==> src/rtl/mem_bus_pkg.sv <==
// Shared definitions for the two-master memory bus arbiter and its slaves.
// Holds the arbiter state encoding, default bus widths and slave base nibbles.
// No logic of its own apart from the round-robin tie helper.
package mem_bus_pkg;

    localparam int AW_DEF = 16;
    localparam int DW_DEF = 16;

    // Upper address nibble selecting each slave on the bus.
    localparam logic [3:0] BASE_INST = 4'h0;
    localparam logic [3:0] BASE_LED  = 4'h1;
    localparam logic [3:0] BASE_SEG7 = 4'h2;
    localparam logic [3:0] BASE_SW   = 4'h3;
    localparam logic [3:0] BASE_KEY  = 4'h4;

    typedef enum logic [1:0] {
        IDLE = 2'd0,
        OWN0 = 2'd1,
        OWN1 = 2'd2
    } state_t;

    // On a tie the master that did not own the bus most recently wins.
    function automatic state_t rr_pick(input logic last);
        return last ? OWN0 : OWN1;
    endfunction

endpackage

==> src/rtl/mem_bus_arbiter.sv <==
// Round-robin, grant-holding two-master arbiter for the 16-bit memory bus.
// Latency: grant 1 cycle after request from IDLE; read data valid 1 cycle after the read.
// Backpressure: a requester without grant holds its request stable; ARB_TIMEOUT_EN adds owner preemption.
module mem_bus_arbiter
    import mem_bus_pkg::*;
#(
    parameter int AW       = AW_DEF,
    parameter int DW       = DW_DEF,
    parameter int MAX_HOLD = 16
) (
    input  logic          Clock,
    input  logic          Resetn,
    input  logic          req0,
    input  logic [AW-1:0] addr0,
    input  logic [DW-1:0] wdata0,
    input  logic          we0,
    output logic          gnt0,
    output logic          rvalid0,
    input  logic          req1,
    input  logic [AW-1:0] addr1,
    input  logic [DW-1:0] wdata1,
    input  logic          we1,
    output logic          gnt1,
    output logic          rvalid1,
    output logic [DW-1:0] rdata,
    output logic [AW-1:0] ADDR,
    output logic [DW-1:0] DOUT,
    output logic          W,
    input  logic [DW-1:0] DIN
);

    if (MAX_HOLD < 1 || MAX_HOLD > 255) begin : g_max_hold_range
        $error("mem_bus_arbiter: MAX_HOLD must be within 1..255");
    end

    state_t state_q, state_d;
    logic   last_q, last_d;
    logic   rvalid0_q, rvalid0_d;
    logic   rvalid1_q, rvalid1_d;
    logic   xfer0, xfer1;
    logic   expire;

    assign xfer0 = (state_q == OWN0) & req0;
    assign xfer1 = (state_q == OWN1) & req1;

`ifdef ARB_TIMEOUT_EN
    localparam logic [7:0] HOLD_MAX = 8'(MAX_HOLD);

    logic [7:0] hold_q, hold_d;
    logic       other_req;

    // The waiting master's request, as seen from the current owner.
    always_comb begin
        other_req = 1'b0;
        if (state_q == OWN0) begin
            other_req = req1;
        end else if (state_q == OWN1) begin
            other_req = req0;
        end
    end

    // Current owned cycle is the MAX_HOLD-th one with the other side waiting.
    assign expire = other_req && (hold_q >= HOLD_MAX - 8'd1);

    // Count contested owned cycles; restart on any grant change or uncontested cycle.
    always_comb begin
        hold_d = hold_q;
        if ((state_d != state_q) || !other_req) begin
            hold_d = '0;
        end else if (hold_q != HOLD_MAX) begin
            hold_d = hold_q + 8'd1;
        end
    end

    // Hold counter register.
    always_ff @(posedge Clock or negedge Resetn) begin
        if (!Resetn) begin
            hold_q <= '0;
        end else begin
            hold_q <= hold_d;
        end
    end
`else
    assign expire = 1'b0;
`endif

    // Ownership decision: tie by round-robin, direct handover with no idle cycle.
    always_comb begin
        state_d = state_q;
        case (state_q)
            IDLE: begin
                if (req0 && req1) begin
                    state_d = rr_pick(last_q);
                end else if (req0) begin
                    state_d = OWN0;
                end else if (req1) begin
                    state_d = OWN1;
                end
            end
            OWN0: begin
                if (!req0 || expire) begin
                    state_d = req1 ? OWN1 : IDLE;
                end
            end
            OWN1: begin
                if (!req1 || expire) begin
                    state_d = req0 ? OWN0 : IDLE;
                end
            end
            default: state_d = IDLE;
        endcase
    end

    // Remember the most recent owner, and flag reads that return next cycle.
    always_comb begin
        last_d = last_q;
        if (state_d == OWN0) begin
            last_d = 1'b0;
        end else if (state_d == OWN1) begin
            last_d = 1'b1;
        end
        rvalid0_d = xfer0 & ~we0;
        rvalid1_d = xfer1 & ~we1;
    end

    // State, priority pointer and read-return flags.
    always_ff @(posedge Clock or negedge Resetn) begin
        if (!Resetn) begin
            state_q   <= IDLE;
            last_q    <= 1'b1;
            rvalid0_q <= 1'b0;
            rvalid1_q <= 1'b0;
        end else begin
            state_q   <= state_d;
            last_q    <= last_d;
            rvalid0_q <= rvalid0_d;
            rvalid1_q <= rvalid1_d;
        end
    end

    // Drive the bus from the owner only while it is actually requesting.
    always_comb begin
        ADDR = '0;
        DOUT = '0;
        W    = 1'b0;
        if (xfer0) begin
            ADDR = addr0;
            DOUT = wdata0;
            W    = we0;
        end else if (xfer1) begin
            ADDR = addr1;
            DOUT = wdata1;
            W    = we1;
        end
    end

    assign gnt0    = (state_q == OWN0);
    assign gnt1    = (state_q == OWN1);
    assign rvalid0 = rvalid0_q;
    assign rvalid1 = rvalid1_q;
    assign rdata   = DIN;

endmodule
==> config.mk <==
export PLATFORM = sky130hd
export DESIGN_NAME = mem_bus_arbiter
export DESIGN_NICKNAME = d
export VERILOG_FILES = /design/src/rtl/mem_bus_pkg.sv /design/src/rtl/mem_bus_arbiter.sv
export SDC_FILE = /design/constraint.sdc
export NUM_CORES = 1
export LEC_CHECK = 0
export ABC_AREA = 0
export ABC_CLOCK_PERIOD_IN_PS = 1600
export CORE_MARGIN = 5
export CORE_UTILIZATION = 25
export CTS_CLUSTER_DIAMETER = 50
export CTS_CLUSTER_SIZE = 24
export DETAILED_ROUTE_END_ITERATION = 7
export GPL_TIMING_DRIVEN = 1
export PLACE_DENSITY_LB_ADDON = 0.15
export SKIP_LAST_GASP = 1
export SLEW_MARGIN = 10
export SYNTH_ARGS = -nofsm -noshare
export SYNTH_HDL_FRONTEND = slang
export SYNTH_SLANG_ARGS = --single-unit
export TNS_END_PERCENT = 50
==> constraint.sdc <==
create_clock -name Clock -period 1.6 [get_ports Clock]
set_clock_uncertainty 0.2 [all_clocks]
set_input_delay 0.16 -clock Clock [delete_from_list [all_inputs] [get_ports Clock]]
set_output_delay 0.16 -clock Clock [all_outputs]
set_load 0.01 [all_outputs]
==> results of run 1 <==
==> metrics by stage <==
| step | utilization [%] | hold slack (ps) | power, uW |
|---|---|---|---|
| finish | 50.1 | 120 | 1910 |
| global route | 50.1 | 120 | 2040 |
| CTS | 50.0 | 120 | 1840 |
| detailed placement | 48.1 | 120 | 1500 |
| global placement | 48.1 | 120 | 1500 |
| floorplan | - | -336 | 942 |
==> power groups by stage <==
| stage | combinational (uW) | clock [uW] | sequential, uW |
|---|---|---|---|
| floorplan | 767 | 0 | 175 |
| global placement | 1310 | 0 | 188 |
| detailed placement | 1310 | 0 | 188 |
| CTS | 1410 | 238 | 189 |
| global route | 1600 | 250 | 188 |
| finish | 1490 | 231 | 186 |
==> area by class of cell <==
| class | instances | area [um^2] |
|---|---|---|
| fillers | 466 | 2310 |
| multi-input cells | 113 | 811 |
| repair buffers | 134 | 1260 |
| clock buffers | 4 | 45.0 |
| inverters | 2 | 7.51 |
| well taps | 54 | 67.6 |
| flip-flops and latches | 5 | 128 |
==> timing repair <==
action	CTS	global route
cloned	1	1
gates resized for setup	123	31
hold endpoints to repair	4	0
setup buffers	7	2
pin swaps	2	0
hold buffers	1	0
setup endpoints to repair	36	36
==> cell families (layout without fill, tap and decap cells) <==
logic type,count (synthesis),after routing,synth area share (%)
and+or+nand+nor,74,74,29.0
buffers and inverters,38,140,22.6
DFF,5,5,10.8
AOI/OAI and AO/OA,37,37,35.7
adders and majority gates,1,1,1.07
muxes,1,1,0.855
==> registers in the layout, summed over array words and instances, names as in the netlist <==
signal,cells
last_q,1
rvalid0,1
rvalid1,1
state_q,2
==> metal layers <==
layer  vias to the layer above  global-route usage [%]  wire, um
met5                         -                       0         0
met4                         0                    1.75        29
met3                        10                    4.36       369
met2                        54                    24.1      2340
met1                       679                    16.6      2070
li1                        747                       -         -
==> worst max-delay path, cell delays in order (launching register included) <==
cell	delay, ps
dfrtp_2	430
buf_12	140
buf_16	130
o32a_1	280
ha_1	290
mux2i_1	180
==> worst paths after layout <==
path | slack (ps) | depth (start not counted) | end | start
worst max register to register | -130 | 5 | last_q$_DFFE_PN1P_ | state_q[1]$_DFF_PN0_
max in group asynchronous | 410 | 2 | last_q$_DFFE_PN1P_ | Resetn
worst min-delay path | 120 | 0 | rdata[11] | DIN[11]
min in group asynchronous | 530 | 2 | rvalid1$_DFF_PN0_ | Resetn
worst min register to register | 290 | 2 | last_q$_DFFE_PN1P_ | last_q$_DFFE_PN1P_
worst max-delay path | -130 | 5 | last_q$_DFFE_PN1P_ | state_q[1]$_DFF_PN0_
==> cells in the final DEF (no fill, tap or decap), types with 2 or more instances in the layout <==
cell type,netlist,layout
clkdlybuf4s50_1,0,70
buf_2,11,35
nand2_1,34,34
nand3_1,33,33
o22ai_2,28,31
buf_4,19,15
buf_12,0,8
clkbuf_8,0,3
dfrtp_1,4,3
nor2b_2,0,2
inv_1,2,2
o22ai_1,5,2
buf_16,0,2
==> flow_metrics.env, run 1 <==
export IMPL_yosys_warnings=0
export IMPL_arrival_ps=1670
export IMPL_synth_common_cells="nand2_1 (34), nand3_1 (33), o22ai_2 (28)"
export IMPL_portBuffers=106
export IMPL_grt_pass1_wl_um=7000
export IMPL_post_route_period_util_pct=108
export IMPL_core_um2=4630
export IMPL_antenna_found_initial=0
export IMPL_rows=25
export IMPL_cts_tree="built"
export IMPL_ys_seq_area_share_pct=10.8
export IMPL_period_minus_slack_ps=1730
export IMPL_ir_worst_vdd_mv=0.846
export IMPL_ys_seq_elements=5
export IMPL_cap_viol_max_count=0
export IMPL_cts_max_level=1
export IMPL_finalHoldViolCount=0
export IMPL_p_sw_share_pct=39.3
export IMPL_synthTopCellsByArea="o22ai_2 (30%), nand3_1 (14%), buf_4 (12%)"
export IMPL_diodes=0
export IMPL_async_reset_ff_share_pct=100
export IMPL_slew_viol_final=0
export IMPL_dp_slack_ps=-450
export IMPL_dieHeight_um=78.4
export IMPL_pwr_share_seq_pct=9.7
export IMPL_internal_power_uw=1160
export IMPL_synth_nets=243
export IMPL_clock_power_share_pct=12.1
export IMPL_wl_um=4810
export IMPL_dpl_cell_area_um2=2230
export IMPL_vias=1490
export IMPL_finalNonFillerCells=312
export IMPL_place_congestion=0.693
export IMPL_ys_flop_type="dfrtp_1"
export IMPL_globalRouteTotalUtil_pct=13.7
export IMPL_path_clk_slew_ps=40
export IMPL_required_ps=1540
export IMPL_overflow=0
export IMPL_cts_buffers_inserted=3
export IMPL_max_freq_mhz=578
export IMPL_combPwrFrac_pct=78.2
export IMPL_syn_avg_cell_area_um2=7.51
export IMPL_start_kind="flip-flop"
export IMPL_synth_most_common_cell="nand2_1"
export IMPL_grt_max_degree=31
export IMPL_setup_viol=31
export IMPL_wl_per_cell_um=15.4
export IMPL_rsz0062_at_grt="yes"
export IMPL_setup_tns_ps=-1470
export IMPL_cts_sinks=5
export IMPL_clk_latency_ps=220
export IMPL_dpl_hpwl_um=3320
export IMPL_area_growth_pct=98.2
export IMPL_post_route_drc_count=0
export IMPL_synth_top_area_share_pct=29.9
export IMPL_floorplan_die_area_um2=6150
export IMPL_clock_path_buffers=2
export IMPL_p_switching_uw=752
export IMPL_status="complete, but fails checks"
export IMPL_start_util_pct=25.3
export IMPL_syn_inst=156
export IMPL_drt_first_pass_iters=4
export IMPL_worstSetupPathType="flip-flop to flip-flop"
export IMPL_drtAntennaViolNets=0
export IMPL_setup_ws_ps=-131
export IMPL_nNetsFinal=346
export IMPL_synth_edf_count=0
export IMPL_tightestPinTransition_ps=253
export IMPL_grt_pass1_vias=1407
export IMPL_io_pins=139
export IMPL_hold_class="primary input to output pin"
export IMPL_synth_cell_types=22
export IMPL_power_density_nw_per_um2=824
export IMPL_design_area_um2=2320
export IMPL_crit_path_end_kind="flip-flop"
export IMPL_relSlewSlack_pct=83.1
export IMPL_drt_iter0_drc=32
export IMPL_failed_checks="negative setup slack"
export IMPL_synth_area_leader_cell="o22ai_2"
export IMPL_root_buffer="clkbuf_8"
export IMPL_fp_dieW_um=78.4
export IMPL_place_inst=296
export IMPL_leakage_uw=0.000965
export IMPL_layout_drive_gt1_share_pct=39.5
export IMPL_crit_fanout=7
export IMPL_syn_area_um2=1170
export IMPL_vias_per_cell=4.78
No activity file was read; power rests on OpenSTA's default activity.
==> run 2: changes to the inputs <==
--- a/config.mk
+++ b/config.mk
@@ -7,6 +7,7 @@
 export LEC_CHECK = 0
 export ABC_AREA = 0
 export ABC_CLOCK_PERIOD_IN_PS = 1600
+export CAP_MARGIN = 20
 export CORE_MARGIN = 5
 export CORE_UTILIZATION = 25
 export CTS_CLUSTER_DIAMETER = 50
@@ -14,6 +15,7 @@
 export DETAILED_ROUTE_END_ITERATION = 7
 export GPL_TIMING_DRIVEN = 1
 export PLACE_DENSITY_LB_ADDON = 0.15
+export SETUP_SLACK_MARGIN = 0.1
 export SKIP_LAST_GASP = 1
 export SLEW_MARGIN = 10
 export SYNTH_ARGS = -nofsm -noshare
==> flow_metrics.env, run 2 (synthesized netlist as in run 1, its figures left out) <==
export IMPL_status="complete, but fails checks"
export IMPL_failed_checks="negative setup slack"
export IMPL_place_congestion=0.785
export IMPL_hold_start="DIN[7]"
export IMPL_portBuffers=106
export IMPL_seq_area_um2=128
export IMPL_globalRouteTotalUtil_pct=15.6
export IMPL_post_route_drc_count=0
export IMPL_tightestPinTransition_ps=225
export IMPL_relSlewSlack_pct=85.0
export IMPL_cts_max_level=1
export IMPL_internal_power_uw=1290
export IMPL_vias_per_cell=4.99
export IMPL_fp_dieW_um=78.4
export IMPL_layout_drive_gt1_share_pct=41.0
export IMPL_diodes=0
export IMPL_antenna_found_initial=0
export IMPL_path_clk_slew_ps=30
export IMPL_area_growth_pct=113
export IMPL_root_buffer="clkbuf_8"
export IMPL_post_route_period_util_pct=108
export IMPL_leakage_uw=0.00105
export IMPL_dieHeight_um=78.4
export IMPL_hold_class="primary input to output pin"
export IMPL_dpl_hpwl_um=3430
export IMPL_grt_pass1_vias=1557
export IMPL_max_freq_mhz=578
export IMPL_cap_viol_max_count=0
export IMPL_crit_fanout=5
export IMPL_rows=25
export IMPL_r2r_start="state_q[1]$_DFF_PN0_"
export IMPL_total_power_uw=2090
export IMPL_start_util_pct=25.3
export IMPL_clock_power_share_pct=11.3
export IMPL_nNetsFinal=356
export IMPL_start_kind="flip-flop"
export IMPL_fill_cells=440
export IMPL_setup_tns_ps=-3350
export IMPL_p_switching_uw=801
export IMPL_wl_um=5260
export IMPL_rsz0062_at_grt="yes"
export IMPL_core_um2=4630
export IMPL_grt_pass1_wl_um=7820
export IMPL_wl_per_cell_um=16.3
export IMPL_multi_input_area_um2=812
export IMPL_largest_register="state_q"
export IMPL_finalHoldViolCount=0
export IMPL_clk_latency_ps=220
export IMPL_floorplan_die_area_um2=6150
export IMPL_drtAntennaViolNets=0
export IMPL_clock_path_buffers=2
export IMPL_period_minus_slack_ps=1730
export IMPL_design_area_um2=2500
export IMPL_dpl_cell_area_um2=2230
export IMPL_vias=1606
export IMPL_power_density_nw_per_um2=835
export IMPL_worstSetupPathType="flip-flop to flip-flop"
export IMPL_crit_path_end_kind="flip-flop"
export IMPL_combPwrFrac_pct=79.6
export IMPL_setup_viol=36
export IMPL_arrival_ps=1680
export IMPL_cts_buffers_inserted=3
export IMPL_required_ps=1550
export IMPL_pwr_share_seq_pct=9.1
export IMPL_startpoint="state_q[1]$_DFF_PN0_"
export IMPL_cts_sinks=5
export IMPL_slew_viol_final=0
export IMPL_dp_slack_ps=-450
export IMPL_final_cell_mix="clkdlybuf4s50_1 (70), nand2_1 (34), buf_2 (34)"
export IMPL_p_sw_share_pct=38.4
export IMPL_largest_reg_flops=2
export IMPL_cts_tree="built"
export IMPL_drt_iter0_drc=57
export IMPL_grt_max_degree=24
export IMPL_setup_ws_ps=-130
export IMPL_io_pins=139
export IMPL_final_common_cell="clkdlybuf4s50_1"
export IMPL_drt_first_pass_iters=4
export IMPL_overflow=0
export IMPL_ir_worst_vdd_mv=0.440
[run 2: layout make-up]
class	count	share of cell area (%)
Clock buffer	4	1.80
Inverter	2	0.301
Multi-Input combinational cell	113	32.5
Sequential cell	5	5.11
Tap cell	54	2.71
Timing Repair Buffer	144	57.6
[run 2: repair_timing]
action                     4_1_cts  5_1_grt
hold endpoints to repair         4        0
resized for setup              148       11
cloned                           5        2
pin swaps                       10       11
hold buffers                     1        0
setup buffers                   12        4
setup endpoints to repair       36       36
[run 2: critical path, cell delays in order (launching register included)]
cell and delay, ps:
dfrtp_2 440, buf_12 140, buf_16 120, o32a_1 280
ha_1 290, mux2i_1 170
[run 2: final timing paths]
path | to | slack (ps) | depth (start not counted)
worst max-delay path | last_q$_DFFE_PN1P_ | -130 | 5
worst min-delay path | rdata[7] | 120 | 0
worst max register to register | last_q$_DFFE_PN1P_ | -130 | 5
worst min register to register | last_q$_DFFE_PN1P_ | 280 | 2
max in group asynchronous | last_q$_DFFE_PN1P_ | 430 | 2
min in group asynchronous | state_q[0]$_DFF_PN0_ | 520 | 2
[run 2: metrics by stage]
step | hold slack, ps | utilization, % | cells
after floorplan | -336 | - | 156
after global placement | 120 | 48.2 | 295
after detailed placement | 120 | 48.2 | 295
after CTS | 120 | 51.9 | 317
after global routing | 120 | 53.9 | 322
final | 120 | 53.9 | 322
[run 2: power groups by stage]
stage / clock, uW / combinational [uW] / sequential, uW
global route: 249 / 1770 / 195
floorplan: 0 / 780 / 177
global placement: 0 / 1320 / 200
CTS: 243 / 1560 / 190
detailed placement: 0 / 1330 / 200
finish: 236 / 1660 / 190
[run 2: routing by layer]
layer | share of wire (%) | wire [um] | up-vias | global-route usage [%]
li1 | - | - | 769 | -
met1 | 43 | 2270 | 748 | 18.7
met2 | 48 | 2510 | 77 | 27.1
met3 | 7.4 | 392 | 12 | 3.67
met4 | 1.7 | 88 | 0 | 5.07
met5 | 0 | 0 | - | 0
